<file path="src/rtl/pipeline_control_pkg.sv">
// Shared constants for the pipeline stall controller: stall bit indices,
// stall levels, reset level and the EX/MEM FSM state encodings.
package pipeline_control_pkg;

    localparam int STALL_PC  = 0;
    localparam int STALL_IF  = 1;
    localparam int STALL_ID  = 2;
    localparam int STALL_EX  = 3;
    localparam int STALL_MEM = 4;
    localparam int STALL_WB  = 5;

    localparam int STALL_WIDTH = STALL_WB + 1;

    localparam logic STALL_ENABLE  = 1'b1;
    localparam logic STALL_DISABLE = 1'b0;

    localparam logic RESET_ACTIVE_LEVEL = 1'b0;

    localparam logic [1:0] EX_IDLE = 2'd0;
    localparam logic [1:0] EX_BUSY = 2'd1;
    localparam logic [1:0] EX_DONE = 2'd2;

    localparam logic MEM_IDLE = 1'b0;
    localparam logic MEM_WAIT = 1'b1;

    // Contiguous stall run from the PC up to and including last_stage, so a
    // bubble always appears directly below the stalling stage.
    function automatic logic [STALL_WIDTH-1:0] stall_through(input int last_stage);
        logic [STALL_WIDTH-1:0] vec;
        vec = {STALL_WIDTH{STALL_DISABLE}};
        for (int i = 0; i < STALL_WIDTH; i++) begin
            if (i <= last_stage) begin
                vec[i] = STALL_ENABLE;
            end
        end
        return vec;
    endfunction

endpackage

</file>
<file path="src/rtl/pipeline_control_ex_multicycle_counter.sv">
// Fixed-latency multi-cycle EX sequencer: IDLE/BUSY/DONE FSM with a
// load/decrement counter. Exposes its state for debug.
module ex_multicycle_counter
    import pipeline_control_pkg::*;
#(
    parameter int LATENCY_WIDTH = 6
) (
    input  logic                     clk_i,
    input  logic                     rst_ni,
    input  logic                     start_i,
    input  logic [LATENCY_WIDTH-1:0] latency_i,
    input  logic                     mem_stall_i,
    output logic                     ex_stall_o,
    output logic                     busy_o,
    output logic                     done_o,
    output logic [1:0]               state_o
);

    logic [1:0]               state_q, state_d;
    logic [LATENCY_WIDTH-1:0] count_q, count_d;

    always_comb begin
        state_d    = state_q;
        count_d    = count_q;
        ex_stall_o = STALL_DISABLE;
        busy_o     = 1'b0;
        done_o     = 1'b0;
        case (state_q)
            EX_IDLE: begin
                if (start_i) begin
                    ex_stall_o = STALL_ENABLE;
                    // A zero latency behaves as one cycle.
                    count_d = (latency_i == '0) ? '0 : latency_i - LATENCY_WIDTH'(1);
                    state_d = (latency_i <= LATENCY_WIDTH'(1)) ? EX_DONE : EX_BUSY;
                end
            end
            EX_BUSY: begin
                ex_stall_o = STALL_ENABLE;
                busy_o     = 1'b1;
                count_d    = (count_q == '0) ? '0 : count_q - LATENCY_WIDTH'(1);
                if (count_q <= LATENCY_WIDTH'(1)) begin
                    state_d = EX_DONE;
                end
            end
            EX_DONE: begin
                done_o = 1'b1;
                // Held while MEM stalls so a still-asserted start cannot relaunch.
                if (!mem_stall_i) begin
                    state_d = EX_IDLE;
                end
            end
            default: begin
                state_d = EX_IDLE;
                count_d = '0;
            end
        endcase
    end

    always_ff @(posedge clk_i or negedge rst_ni) begin
        if (!rst_ni) begin
            state_q <= EX_IDLE;
            count_q <= '0;
        end else begin
            state_q <= state_d;
            count_q <= count_d;
        end
    end

    assign state_o = state_q;

endmodule

</file>
<file path="src/rtl/pipeline_control.sv">
// Central stall controller: MEM bus handshake FSM, stall priority encoder and
// optional stall watchdog (compiled in with STALL_WATCHDOG_EN).
module pipeline_control
    import pipeline_control_pkg::*;
#(
    parameter int LATENCY_WIDTH  = 6,
    parameter int WATCHDOG_LIMIT = 1024
) (
    input  logic                     clock,
    input  logic                     reset,
    input  logic                     if_stall_request,
    input  logic                     id_stall_request,
    input  logic                     ex_multicycle_start,
    input  logic [LATENCY_WIDTH-1:0] ex_multicycle_latency,
    input  logic                     mem_request,
    input  logic                     mem_ack,
    output logic [5:0]               stall,
    output logic                     ex_busy,
    output logic                     ex_multicycle_done,
    output logic                     mem_bus_valid,
    output logic                     stall_timeout
);

    logic                   out_en;
    logic                   mem_state_q, mem_state_d;
    logic                   mem_valid_raw;
    logic                   mem_stall_raw;
    logic                   ex_stall_raw;
    logic                   ex_busy_raw;
    logic                   ex_done_raw;
    logic [1:0]             ex_state;
    logic [STALL_WIDTH-1:0] stall_vec;

    // Outputs are forced low while reset is held, even with requests present.
    assign out_en = (reset != RESET_ACTIVE_LEVEL);

    assign mem_valid_raw = mem_request | (mem_state_q == MEM_WAIT);
    assign mem_stall_raw = mem_valid_raw & ~mem_ack;

    always_comb begin
        mem_state_d = mem_state_q;
        case (mem_state_q)
            MEM_IDLE: if (mem_request && !mem_ack) mem_state_d = MEM_WAIT;
            MEM_WAIT: if (mem_ack)                 mem_state_d = MEM_IDLE;
            default:                               mem_state_d = MEM_IDLE;
        endcase
    end

    always_ff @(posedge clock or negedge reset) begin
        if (!reset) begin
            mem_state_q <= MEM_IDLE;
        end else begin
            mem_state_q <= mem_state_d;
        end
    end

    ex_multicycle_counter #(
        .LATENCY_WIDTH(LATENCY_WIDTH)
    ) u_ex_counter (
        .clk_i      (clock),
        .rst_ni     (reset),
        .start_i    (ex_multicycle_start),
        .latency_i  (ex_multicycle_latency),
        .mem_stall_i(stall_vec[STALL_MEM]),
        .ex_stall_o (ex_stall_raw),
        .busy_o     (ex_busy_raw),
        .done_o     (ex_done_raw),
        .state_o    (ex_state)
    );

    always_comb begin
        stall_vec = {STALL_WIDTH{STALL_DISABLE}};
        if (mem_stall_raw) begin
            stall_vec = stall_through(STALL_MEM);
        end else if (ex_stall_raw) begin
            stall_vec = stall_through(STALL_EX);
        end else if (id_stall_request) begin
            stall_vec = stall_through(STALL_ID);
        end else if (if_stall_request) begin
            stall_vec = stall_through(STALL_IF);
        end
    end

    assign stall              = out_en ? stall_vec : '0;
    assign ex_busy            = out_en & ex_busy_raw & (ex_state == EX_BUSY);
    assign ex_multicycle_done = out_en & ex_done_raw & (ex_state == EX_DONE);
    assign mem_bus_valid      = out_en & mem_valid_raw;

`ifdef STALL_WATCHDOG_EN
    localparam int WD_W = $clog2(WATCHDOG_LIMIT + 1);

    logic [WD_W-1:0] wd_count_q, wd_count_d;
    logic            timeout_q, timeout_d;

    // Counts consecutive stalled cycles, saturating at the limit.
    always_comb begin
        wd_count_d = '0;
        if (|stall_vec) begin
            wd_count_d = (wd_count_q == WD_W'(WATCHDOG_LIMIT)) ? wd_count_q
                                                               : wd_count_q + 1'b1;
        end
        timeout_d = timeout_q | (wd_count_d == WD_W'(WATCHDOG_LIMIT));
    end

    always_ff @(posedge clock or negedge reset) begin
        if (!reset) begin
            wd_count_q <= '0;
            timeout_q  <= 1'b0;
        end else begin
            wd_count_q <= wd_count_d;
            timeout_q  <= timeout_d;
        end
    end

    assign stall_timeout = out_en & timeout_q;
`else
    // Parameter still referenced so both builds elaborate the same interface.
    assign stall_timeout = STALL_DISABLE & (WATCHDOG_LIMIT != 0);
`endif

endmodule

</file>
<file path="config.mk">
export PLATFORM = sky130hd
export DESIGN_NAME = pipeline_control
export DESIGN_NICKNAME = d
export VERILOG_FILES = /design/src/rtl/pipeline_control_pkg.sv /design/src/rtl/pipeline_control_ex_multicycle_counter.sv /design/src/rtl/pipeline_control.sv
export SDC_FILE = /design/constraint.sdc
export NUM_CORES = 1
export LEC_CHECK = 0
export BUFFER_PORTS_ARGS = -buffer_cell sky130_fd_sc_hd__buf_2
export CORE_MARGIN = 2
export CORE_UTILIZATION = 48
export DETAILED_ROUTE_END_ITERATION = 10
export GPL_ROUTABILITY_DRIVEN = 0
export PLACE_DENSITY = 0.82
export SLEW_MARGIN = 25
export SYNTH_ARGS = -nofsm -noshare
export SYNTH_HDL_FRONTEND = slang
export SYNTH_HIERARCHICAL = 1
export SYNTH_SLANG_ARGS = --single-unit
export TNS_END_PERCENT = 20
</file>
<file path="constraint.sdc">
create_clock -name clock -period 2.2 [get_ports clock]
set_input_delay 0.44 -clock clock [delete_from_list [all_inputs] [get_ports clock]]
set_output_delay 0.44 -clock clock [all_outputs]
set_load 0.01 [all_outputs]
</file>
# After elaboration in Yosys (flattened, before gate mapping)
# Cells that the tools add are included.
# op_classes
add_sub_neg	2
order_cmp	2
n_eq_ne	5
muxes	21
bitwise	10
reduce_logical	7
# ops
op	n
2-to-1 mux 6 bit	4
one-hot mux 6 bit (3 select lines)	1
<= comparator 6 x 1 -> 1 bit (second input constant)	2
zero test 6 bit	2
subtractor 6 x 1 -> 6 bit (second input constant)	2
2-to-1 mux 2 bit	5
AND 1 bit	6
one-hot mux 2 bit (3 select lines)	1
2-to-1 mux 1 bit	5
2-to-1 mux 5 bit	1
2-to-1 mux 4 bit	1
!= test 2 bit (second input constant)	2
one-hot mux 1 bit (2 select lines)	2
2-to-1 mux 3 bit	1
NOT 1 bit	3
AND reduction 3 bit	1
== test 2 x 1 -> 1 bit (second input constant)	1
== test 2 bit (second input constant)	1
zero test 2 bit	1
!= test 2 x 1 -> 1 bit (second input constant)	1
AND reduction 2 bit	1
logical AND 1 bit	1
zero test 1 bit	1
OR 1 bit	1
# word_totals
register_bits	9
in_bits	13
output_inout_bits	10

# Logic depth before layout (Yosys ltp)
# Gate-level depths: netlist of the first run.
# logic_depth
ltp_word	6
ltp_mapped	6

# Cells and area by module
# The synthesis of the first run kept the hierarchy.
# by_module_without_submodules
mod	n_inst	cells_each	area_each_um2	seq_area_each_um2
ex_multicycle_counter	1	72	628.1	200.2
pipeline_control	1	14	132.6	25.0

# Least setup slack after synthesis of the first run
# Ideal clock, no wire load.
# synth_timing
kind	register -> output
from	register u_ex_counter.state_q[0], in the netlist u_ex_counter/state_o[0]
to	output stall[1]
arrival_time_ps	1226
t_required_ps	1760
setup_slack_ps	534
stages_incl_launch_ff	5
path_buffers	1
path_cell_list	dfrtp_1 nor2_1 nor2_1 o41a_1 buf_4
# synth_via
elab_chain_len	5
elab_cells_between_ends	6
cone_classes	1 x eq/ne; 4 x mux; 1 x reduce/logical
# synth_lines
item	line	text
start: declaration	pipeline_control_ex_multicycle_counter.sv:19	logic [1:0] state_q, state_d;
start signal: assignment	pipeline_control_ex_multicycle_counter.sv:64	state_q <= state_d;
== test 2 x 1 -> 1 bit or zero test 2 bit (tied branches)	pipeline_control_ex_multicycle_counter.sv:28	case (state_q)
one-hot mux 1 bit (2 select lines) (*)	pipeline_control_ex_multicycle_counter.sv:28	
via ex_stall_raw	pipeline_control.sv:28	logic ex_stall_raw;
2-to-1 mux 4 bit (*)	pipeline_control.sv:75	end else if (ex_stall_raw) begin
2-to-1 mux 5 bit (*)	pipeline_control.sv:73	if (mem_stall_raw) begin
2-to-1 mux 6 bit (*)	pipeline_control.sv:84	assign stall = out_en ? stall_vec : '0;
end: declaration	pipeline_control.sv:17	output logic [5:0] stall,
# Mark *: on every way through the listed nets, which the timed path passes. The rest lies on a longest branch.

# Worst setup path in the final report of the first run
# layout_timing
from	register u_ex_counter.state_q[0], in the netlist u_ex_counter/state_o[0]
to	output stall[0]
# Same word-level chain as after synthesis.

==> key figures, run 1 <==
Global route
  – Number of global-route vias before repair: 621
  – Antenna violations before repair: 0
  – First-pass GRT wire length: 2835 um
  – Gr ovfl total: 0
  – Largest net degree at the start of global routing: 16
  – Total track usage: 0.2012

Setup path
  – Setup CP Type: flop to output port
  – Critical Path RT: 1.76 ns
  – Largest stage delay on the critical path: 0.47 ns
  – Most used cell, CP: nor2_1
  – Worst Path Arrival: 1.51 ns
  – Worst setup EP type: output port
  – Max stage delay cell, worst path: dfrtp_1
  – CP Cell Sequence: nor2_1 > nor2_1 > o41a_1 > buf_2
  – CP max FO: 9
  – Setup crit start kind: flop

Run
  – Max Cap Viol: 0

Routing
  – Post-route DRC: 0
  – Post-route ant nets: 0
  – Total wire length: 1747 um
  – Via count: 704
  – Wirelength per Cell: 14.09 um
  – DR iter-0 viols: 23
  – First-pass DRT Iterations: 4
  – Via density per instance: 5.677

Synthesis
  – Number of synthesized flops with an enable pin: 0
  – Synth top area share: 0.2961
  – Netlist cell types: 37
  – Sequential-to-total area share from yosys stat: 0.2961
  – Ys flop type: dfrtp_1
  – Synth area leader: dfrtp_1
  – Average cell area after synthesis: 8.846 um2
  – Yosys warns: 6
  – #FFs+latches synth: 9
  – Post-Syn Area: 760.7 um2
  – Async set or reset register ratio after synthesis: 1.000
  – Area contributors post-synth: dfrtp_1 (30%), ha_1 (9.9%), nor2_1 (3.9%)
  – Post-Synthesis Cells: 86

Timing
  – Worst-Margin Slew: 0.5038 ns
  – RSZ-0062 raised after global routing: no
  – Fin crit share: 0.8882
  – Final setup TNS: 0 ns
  – Final hold violation count: 0
  – Max Freq: 0.5117 GHz
  – Period minus WS final: 1.954 ns
  – Final Skew: 0.005696 ns
  – Max-slew headroom: 0.6629
  – Final setup fails: 0
  – Slew Limit Fails: 0

Placed design
  – I/O Buffers: 20
  – Cell count after placement: 120
  – Cell Area, Placed: 862.1 um2
  – DP Wirelength: 1366 um

Clock network
  – Hold buffer count at CTS: 0
  – TritonCTS Buffers: 3
  – Clk pin slew, worst setup/hold paths: 0.07 ns
  – CTS sink cnt: 9
  – CTS resizes: 0
  – Post-CTS setup buffers: 0
  – H-tree depth: 1
  – CTS tree: done
  – Clock Latency Late Sink: 0.27 ns
  – Root buf cell: clkbuf_4
  – Clock Path Buffers: 2

Floorplan
  – Io pins: 23
  – Die footprint: 1919 um2
  – Die H: 43.81 um
  – Core Footprint: 1489 um2
  – Initial core utilization: 0.5109
  – Row cnt: 14
  – Die width: 43.81 um

Outcome
  – Status: completed

Pwr
  – Combinational Power Share: 0.544
  – Total power: 1.039 mW
  – Maximum vdd ir drop: 596.4 uV
  – Pwr Density: 1169 nW/um2
  – Switching fraction of total power: 0.4570
  – Pleak: 0.4292 nW
  – Flop pwr share: 0.326
  – Clk pwr share: 0.130
  – Pint: 0.5641 mW
  – P_sw: 0.4747 mW

Cells and area
  – Area added between synthesis and finish: 16.78%
  – Final #Nets: 128
  – Layout cells sized above 1: 0.2500
  – Design area: 888.4 um2
  – Post-route insts no fill: 124
  – Antenna diode count: 0
  – Fill cell instance count of the final layout: 133

Min path
  – Hold Path Class: primary input to async pin
final timing paths:
| check | to | from | cells past startpoint | slack, ns |
|---|---|---|---|---|
| min in group clock | mem_state_q | mem_request | 2 | 0.43 |
| max in group asynchronous | u_ex_counter/count_q[1] | reset | 1 | 1.91 |
| setup reg to reg | u_ex_counter/count_q[3] | u_ex_counter/count_q[4] | 4 | 0.52 |
| setup / recovery | stall[0] | u_ex_counter/state_o[0] | 4 | 0.25 |
| hold / removal | u_ex_counter/count_q[5] | reset | 1 | 0.05 |
| hold reg to reg | mem_state_q | mem_state_q | 1 | 0.54 |
metrics by stage:
stage	worst slack, ns	hold WS (ns)	utilization
3_5_place_dp	0.4826	0.3455	0.5790
3_3_place_gp	0.5064	0.3347	0.5790
6_report	0.2459	0.05272	0.5966
5_1_grt	0.1867	0.07696	0.5966
2_1_floorplan	0.5343	0.1444	-
4_1_cts	0.2479	0.05486	0.5966
layout make-up:
| class | instances | area [um2] | area share |
|---|---|---|---|
| multi-input combinational | 69 | 494.2 | 0.5563 |
| inverter | 6 | 22.52 | 0.02535 |
| sequential | 9 | 225.2 | 0.2535 |
| timing repair buffer | 20 | 100.1 | 0.1127 |
| tap | 16 | 20.02 | 0.02254 |
| clock buffer | 4 | 26.28 | 0.02958 |
placed cells by master (no fill, tap or decap), types with 2 or more instances in the layout:
cell type,count
buf_2,20
dfrtp_1,9
nor2_1,8
inv_1,6
ha_1,6
nand2b_1,4
nor2b_1,3
clkbuf_4,3
or3_1,3
a21oi_1,3
o21ai_0,3
o221ai_1,3
nand2_1,3
o21a_1,2
and4b_1,2
conb_1,2
nand3_1,2
nor3b_1,2
o211ai_1,2
nor3_1,2
xnor2_1,2
sequential cells by signal, summed over array words and instances (netlist names):
name,flops
mem_state_q,1
u_ex_counter/count_q,6
u_ex_counter/state_o,2
layer usage:
metal / global-route usage / vias up / routed length, um
li1: - / 355 / -
met3: 0.01250 / 2 / 78
met4: 0.1091 / 0 / 6
met2: 0.3206 / 31 / 846
met5: 0 / - / 0
met1: 0.2706 / 316 / 816
synth_stat cells, types with 2 or more instances:
| library cell | n |
|---|---|
| nor3b_1 | 2 |
| ha_1 | 6 |
| nor2b_1 | 3 |
| nor3_1 | 2 |
| xnor2_1 | 2 |
| nor2_1 | 8 |
| buf_4 | 3 |
| dfrtp_1 | 9 |
| nand2b_1 | 4 |
| o221ai_1 | 3 |
| o21ai_0 | 3 |
| nand3_1 | 2 |
| o211ai_1 | 2 |
| and4b_1 | 2 |
| nand2_1 | 3 |
| a21oi_1 | 3 |
| or3_1 | 3 |
| o21a_1 | 2 |
| inv_1 | 6 |
cells by family (layout without fill, tap and decap cells):
| group | count (synthesis) | count (layout) | share of synthesized area |
|---|---|---|---|
| AO/OA/AOI/OAI | 25 | 25 | 0.2500 |
| buffers and inverters | 9 | 30 | 0.05921 |
| adder cells (fa/ha/maj) | 6 | 6 | 0.09868 |
| flip-flops | 9 | 9 | 0.2961 |
| XOR/XNOR | 3 | 3 | 0.03455 |
| multiplexers | 1 | 1 | 0.01316 |
| other | 1 | 2 | 0.004929 |
| AND/OR/NAND/NOR | 32 | 32 | 0.2434 |
power by group through the flow:
stage	registers, mW	logic [mW]	clock network, mW
CTS	0.334	0.558	0.139
finish	0.339	0.565	0.135
detailed placement	0.338	0.552	0
global placement	0.333	0.534	0
global route	0.350	0.627	0.142
floorplan	0.312	0.430	0
critical path: cells and delay by family (launching register included):
kind                   cells  cell delay, ns
buffers and inverters      1            0.15
AND/OR/NAND/NOR            2            0.20
AO/OA/AOI/OAI              1            0.43
flip-flops                 1            0.47
Note: power is estimated with default switching activity, not from simulation.
==> run 2: changes to the inputs <==
--- a/config.mk
+++ b/config.mk
@@ -10,10 +10,9 @@
 export CORE_UTILIZATION = 48
 export DETAILED_ROUTE_END_ITERATION = 10
 export GPL_ROUTABILITY_DRIVEN = 0
-export PLACE_DENSITY = 0.82
+export PLACE_DENSITY = 0.83
 export SLEW_MARGIN = 25
 export SYNTH_ARGS = -nofsm -noshare
 export SYNTH_HDL_FRONTEND = slang
-export SYNTH_HIERARCHICAL = 1
 export SYNTH_SLANG_ARGS = --single-unit
 export TNS_END_PERCENT = 20
==> run 2 against run 1 <==
Against the previous run:
- sequential cell count stayed put
- global-route usage is 0.47 points lower
- sequential share of layout area is 1.1 points higher
- critical endpoint is now ex_busy
- critical path depth is 1 lower
- hold slack worse by 0.024 ns
- synthesized cell count stayed put
- critical path type unchanged
- via count is 2.1% higher
- worst setup slack better by 0.11 ns
- power is 6.4% lower
- largest cell class unchanged
- clock-buffer cell count stayed put
- first-iteration DRC count is 4.3% lower
==> key figures, run 2 <==
Floorplan
  – Io pins: 23
  – Die footprint: 1836 um2
  – Initial core utilization: 0.4983
  – Die width: 42.85 um
  – Die H: 42.85 um
  – Row cnt: 14
  – Core Footprint: 1454 um2

Setup path
  – CP max FO: 7
  – Worst Path Arrival: 1.40 ns
  – Worst R2R Setup Slack: 0.55 ns
  – Critical Path RT: 1.76 ns
  – Setup CP Type: flop to output port
  – Worst setup EP type: output port
  – Setup crit start kind: flop

Timing
  – Fin crit share: 0.8385
  – Final hold violation count: 0
  – Final Skew: 0.01105 ns
  – RSZ-0062 raised after global routing: no
  – Slew Limit Fails: 0
  – Period minus WS final: 1.845 ns
  – Final setup TNS: 0 ns
  – Max Freq: 0.5421 GHz
  – Worst-Margin Slew: 0.6232 ns
  – Final setup fails: 0
  – Max-slew headroom: 0.5807
  – Hold Slack: 0.02887 ns
  – Worst setup margin: 0.3552 ns

Global route
  – Met2 usage: 0.3455
  – Gr ovfl total: 0
  – First-pass GRT wire length: 2677 um
  – Total track usage: 0.1965
  – GRT busiest layer: met2
  – M1 GR Usage: 0.2107
  – Met3 Track Usage GR: 0.04681
  – Antenna violations before repair: 0
  – Largest net degree at the start of global routing: 17
  – Number of global-route vias before repair: 677

Routing
  – DR iter-0 viols: 22
  – Total wire length: 1653 um
  – Wirelength per Cell: 13.33 um
  – Post-route DRC: 0
  – Post-route ant nets: 0
  – Via density per instance: 5.798
  – Via count: 719
  – First-pass DRT Iterations: 4

Pwr
  – Pleak: 0.4139 nW
  – Pwr Density: 1141 nW/um2
  – Maximum vdd ir drop: 584.6 uV

Clock network
  – Clock Path Buffers: 2
  – Clk pin slew, worst setup/hold paths: 0.07 ns
  – CTS sink cnt: 9
  – TritonCTS Buffers: 3
  – CTS resizes: 0
  – CTS tree: done
  – Root buf cell: clkbuf_4
  – H-tree depth: 1
  – Hold buffer count at CTS: 0
  – Post-CTS setup buffers: 0
  – Clock Latency Late Sink: 0.28 ns

Synthesis
  – Sequential-to-total area share from yosys stat: 0.3109
  – #FFs+latches synth: 9
  – Top-count cell post-synth: dfrtp_1
  – Largest family of logic cells by synthesized area: simple AND/OR/NAND/NOR gates
  – Area contributors post-synth: dfrtp_1 (31%), ha_1 (10%), o21ai_0 (4.1%)
  – Post-Syn Area: 724.4 um2
  – Ys flop type: dfrtp_1
  – Average cell area after synthesis: 8.424 um2
  – Number of synthesized flops with an enable pin: 0
  – Async set or reset register ratio after synthesis: 1.000
  – Post-Synthesis Cells: 86
  – Synth area leader: dfrtp_1
  – Simple-gate portion of the synthesized area: 0.2677
  – Post-Synth XOR/XNOR Area: 0.03627
  – Synth Area in Compound Gates: 0.2142
  – Top cells by count, synth: dfrtp_1 (9), nand2_1 (8)
  – Yosys warns: 0
  – Netlist cell types: 31
  – Synth top area share: 0.3109
  – Mux cell area share after synthesis: 0
  – Post-synthesis adder-cell area fraction: 0.1036

Cells and area
  – Layout cells sized above 1: 0.2315
  – Fill cell instance count of the final layout: 148
  – Max reg flops: 6
  – Commonest cells after routing, fill and taps aside: buf_2 (20), dfrtp_1 (9), nand2_1 (8)
  – Antenna diode count: 0
  – Largest Register: u_ex_counter.count_q
  – Final #Nets: 128
  – Design area: 852.1 um2
  – Layout Utilization: 0.5861
  – Area added between synthesis and finish: 17.62%
  – Commonest non-fill, non-tap cell in the layout: buf_2

Placed design
  – Setup slack at placement: 0.3941 ns
  – Cell Area, Placed: 825.8 um2
  – DP Wirelength: 1304 um
  – I/O Buffers: 20

Min path
  – Hold Path Class: primary input to async pin

Outcome
  – Status: completed

Run
  – Max Cap Viol: 0
-- run 2: per-stage QoR --
stage | std cells | power [mW]
floorplan | 87 | 0.6983
global placement | 120 | 0.8136
detailed placement | 120 | 0.8310
CTS | 124 | 0.9673
global route | 124 | 1.056
finish | 124 | 0.9726
-- run 2: worst max-delay path, stage by stage (launching register included) --
cell	delay, ns
dfrtp_1	0.43
nor2b_1	0.39
and2_1	0.18
buf_2	0.12
-- run 2: cell families after synthesis --
kind of cell | Yosys count
compound gates | 22
xor+xnor | 3
fa+ha+maj | 6
buf+inv | 9
flops | 9
other cells | 1
simple gates | 36
-- run 2: area by class of cell --
| cell class | count | area [um2] | share of cell area |
|---|---|---|---|
| Clock buffer | 4 | 26.28 | 0.03084 |
| Multi-Input combinational cell | 69 | 457.9 | 0.5374 |
| Sequential cell | 9 | 225.2 | 0.2643 |
| Inverter | 6 | 22.52 | 0.02643 |
| Tap cell | 16 | 20.02 | 0.02349 |
| Timing Repair Buffer | 20 | 100.1 | 0.1175 |
-- run 2: layer usage --
metal	part of all wire	vias to the layer above
met1	0.42	335
met2	0.49	24
met4	0.024	0
met5	0	-
li1	-	354
met3	0.062	6
-- run 2: where the power goes --
group          internal (mW)  switching (mW)
registers              0.239          0.0852
clock network         0.0703          0.0689
logic                  0.223           0.286
total                  0.533           0.440
-- run 2: final timing paths --
check                                     endpoint                     from  depth (start not counted)
setup / recovery                           ex_busy  u_ex_counter.state_o[0]                          3
hold / removal             u_ex_counter.state_o[1]                    reset                          1
setup reg to reg           u_ex_counter.count_q[3]  u_ex_counter.count_q[3]                          4
hold reg to reg            u_ex_counter.count_q[1]  u_ex_counter.count_q[1]                          2
max in group asynchronous  u_ex_counter.count_q[1]                    reset                          1
min in group clock                     mem_state_q                  mem_ack                          2
==> run 3: changes to the inputs <==
==> constraint.sdc (replaced) <==
create_clock -name clock -period 1.8 [get_ports clock]
set_input_delay 0.36 -clock clock [delete_from_list [all_inputs] [get_ports clock]]
set_output_delay 0.36 -clock clock [all_outputs]
set_load 0.01 [all_outputs]
==> run 3 against run 2 <==
Against the previous run:
- global-route usage is 1.2 points lower
- die area is the same
- clock power up 9%
- register-to-register slack lost 0.29 ns
- hold slack better by 0.27 ns
- sequential power increased by 22%
- sequential share of layout area fell by 0.75 points
- clock skew shrank 0.0065 ns
- routed wire length down 7.8%
- final cell count rose by 2.4%
- clock-buffer cell count is the same
- utilization grew 1.7 points
- critical path type unchanged
- largest cell class unchanged
==> key figures, run 3 (same netlist as run 2, synthesis figures left out) <==
Routing
  – Via count: 713
  – Wirelength per Cell: 12.00 um
  – Total wire length: 1524 um
  – Post-route DRC: 0
  – First-pass DRT Iterations: 4
  – Via density per instance: 5.614
  – Post-route ant nets: 0
  – DR iter-0 viols: 24

Pwr
  – Maximum vdd ir drop: 715.7 uV
  – Pint: 0.6881 mW
  – Switching fraction of total power: 0.4331
  – Combinational Power Share: 0.550
  – Flop pwr share: 0.325
  – Clk pwr share: 0.125
  – P_sw: 0.5258 mW
  – Pwr Density: 1384 nW/um2
  – Pleak: 0.4280 nW

Setup path
  – Max stage delay cell, worst path: dfrtp_1
  – Setup CP Type: flop to output port
  – Most used cell, CP: nand2_1
  – Critical Path RT: 1.44 ns
  – CP max FO: 7
  – Setup crit start kind: flop
  – Largest stage delay on the critical path: 0.43 ns
  – CP Cell Sequence: nor2_1 > o22ai_1 > nand2_1 > nand2_1 > buf_2
  – Worst Path Arrival: 1.25 ns
  – Worst setup EP type: output port

Timing
  – RSZ-0062 raised after global routing: no
  – Period minus WS final: 1.614 ns
  – Max Freq: 0.6194 GHz
  – Final setup fails: 0
  – Final setup TNS: 0 ns
  – Slew Limit Fails: 0
  – Final Skew: 0.004583 ns
  – Final hold violation count: 0
  – Fin crit share: 0.8969

Global route
  – Total track usage: 0.1846
  – Number of global-route vias before repair: 611
  – Gr ovfl total: 0
  – Antenna violations before repair: 0
  – First-pass GRT wire length: 2573 um
  – Largest net degree at the start of global routing: 10

Floorplan
  – Io pins: 23
  – Core Footprint: 1454 um2
  – Row cnt: 14
  – Initial core utilization: 0.4983
  – Die footprint: 1836 um2
  – Die width: 42.85 um
  – Die H: 42.85 um

Outcome
  – Status: completed

Clock network
  – Clock Path Buffers: 2
  – Post-CTS setup buffers: 0
  – TritonCTS Buffers: 3
  – Clk pin slew, worst setup/hold paths: 0.06 ns
  – H-tree depth: 1
  – Clock Latency Late Sink: 0.26 ns
  – Root buf cell: clkbuf_4
  – CTS tree: done
  – CTS sink cnt: 9

Cells and area
  – Commonest cells after routing, fill and taps aside: buf_2 (20), dfrtp_1 (9), nand2_1 (8)
  – Max reg flops: 6
  – Layout cells sized above 1: 0.2432
  – Final #Nets: 131
  – Commonest non-fill, non-tap cell in the layout: buf_2
  – Area added between synthesis and finish: 21.07%
  – Largest Register: u_ex_counter.count_q
  – Antenna diode count: 0
  – Design area: 877.1 um2

Min path
  – Hold Path Class: primary input to flop

Placed design
  – I/O Buffers: 20
  – DP Wirelength: 1224 um
  – Cell Area, Placed: 840.8 um2

Run
  – Max Cap Viol: 0
-- run 3: routing by layer --
metal  vias up  wire length [um]  global-route usage  share of wire
li1        360                 -                   -              -
met1       325               692              0.2334           0.45
met2        24               698              0.2939           0.46
met3         4               100             0.05106          0.066
met4         0                32             0.07500          0.021
met5         -                 0                   0              0
-- run 3: cell type report --
class | instances | area, um2
Fill cell | 138 | 576.8
Inverter | 6 | 22.52
Timing Repair Buffer | 23 | 125.1
Multi-Input combinational cell | 69 | 457.9
Tap cell | 16 | 20.02
Sequential cell | 9 | 225.2
Clock buffer | 4 | 26.28
-- run 3: power by group through the flow --
stage	sequential, mW	combinational (mW)	clock (mW)
floorplan	0.371	0.482	0
global placement	0.393	0.646	0
detailed placement	0.397	0.660	0
CTS	0.393	0.665	0.160
global route	0.411	0.755	0.166
finish	0.395	0.667	0.152
-- run 3: worst max-delay path: cells and delay by family (launching register included) --
family,cells,cell delay (ns)
AOI/OAI and AO/OA,1,0.17
and+or+nand+nor,3,0.28
buffers and inverters,1,0.12
DFF,1,0.43
-- run 3: final timing paths --
path	from	end	slack (ns)	cells after the start
max	u_ex_counter.state_o[0]	stall[1]	0.19	5
min	mem_ack	mem_state_q	0.30	2
min reg2reg	u_ex_counter.count_q[1]	u_ex_counter.count_q[1]	0.54	2
max reg2reg	u_ex_counter.state_o[0]	u_ex_counter.count_q[3]	0.26	4
min in group asynchronous	reset	u_ex_counter.count_q[4]	0.66	2
max in group asynchronous	reset	u_ex_counter.count_q[3]	0.84	2
-- run 3: timing repair --
action | CTS | global route
hold buffers | 1 | 0
resized for setup | 0 | 0
hold endpoints to repair | 9 | 0
-- run 3: per-stage QoR --
| step | std cells | power (mW) | utilization | worst slack, ns | hold WS [ns] |
|---|---|---|---|---|---|
| after global routing | 127 | 1.332 | 0.6033 | 0.05216 | 0.2857 |
| after CTS | 127 | 1.219 | 0.6033 | 0.1726 | 0.2846 |
| final | 127 | 1.214 | 0.6033 | 0.1855 | 0.2954 |
| after floorplan | 87 | 0.8535 | - | 0.2528 | 0.06441 |
| after detailed placement | 122 | 1.057 | 0.5783 | 0.08937 | 0.2543 |
| after global placement | 122 | 1.040 | 0.5783 | 0.1062 | 0.2529 |
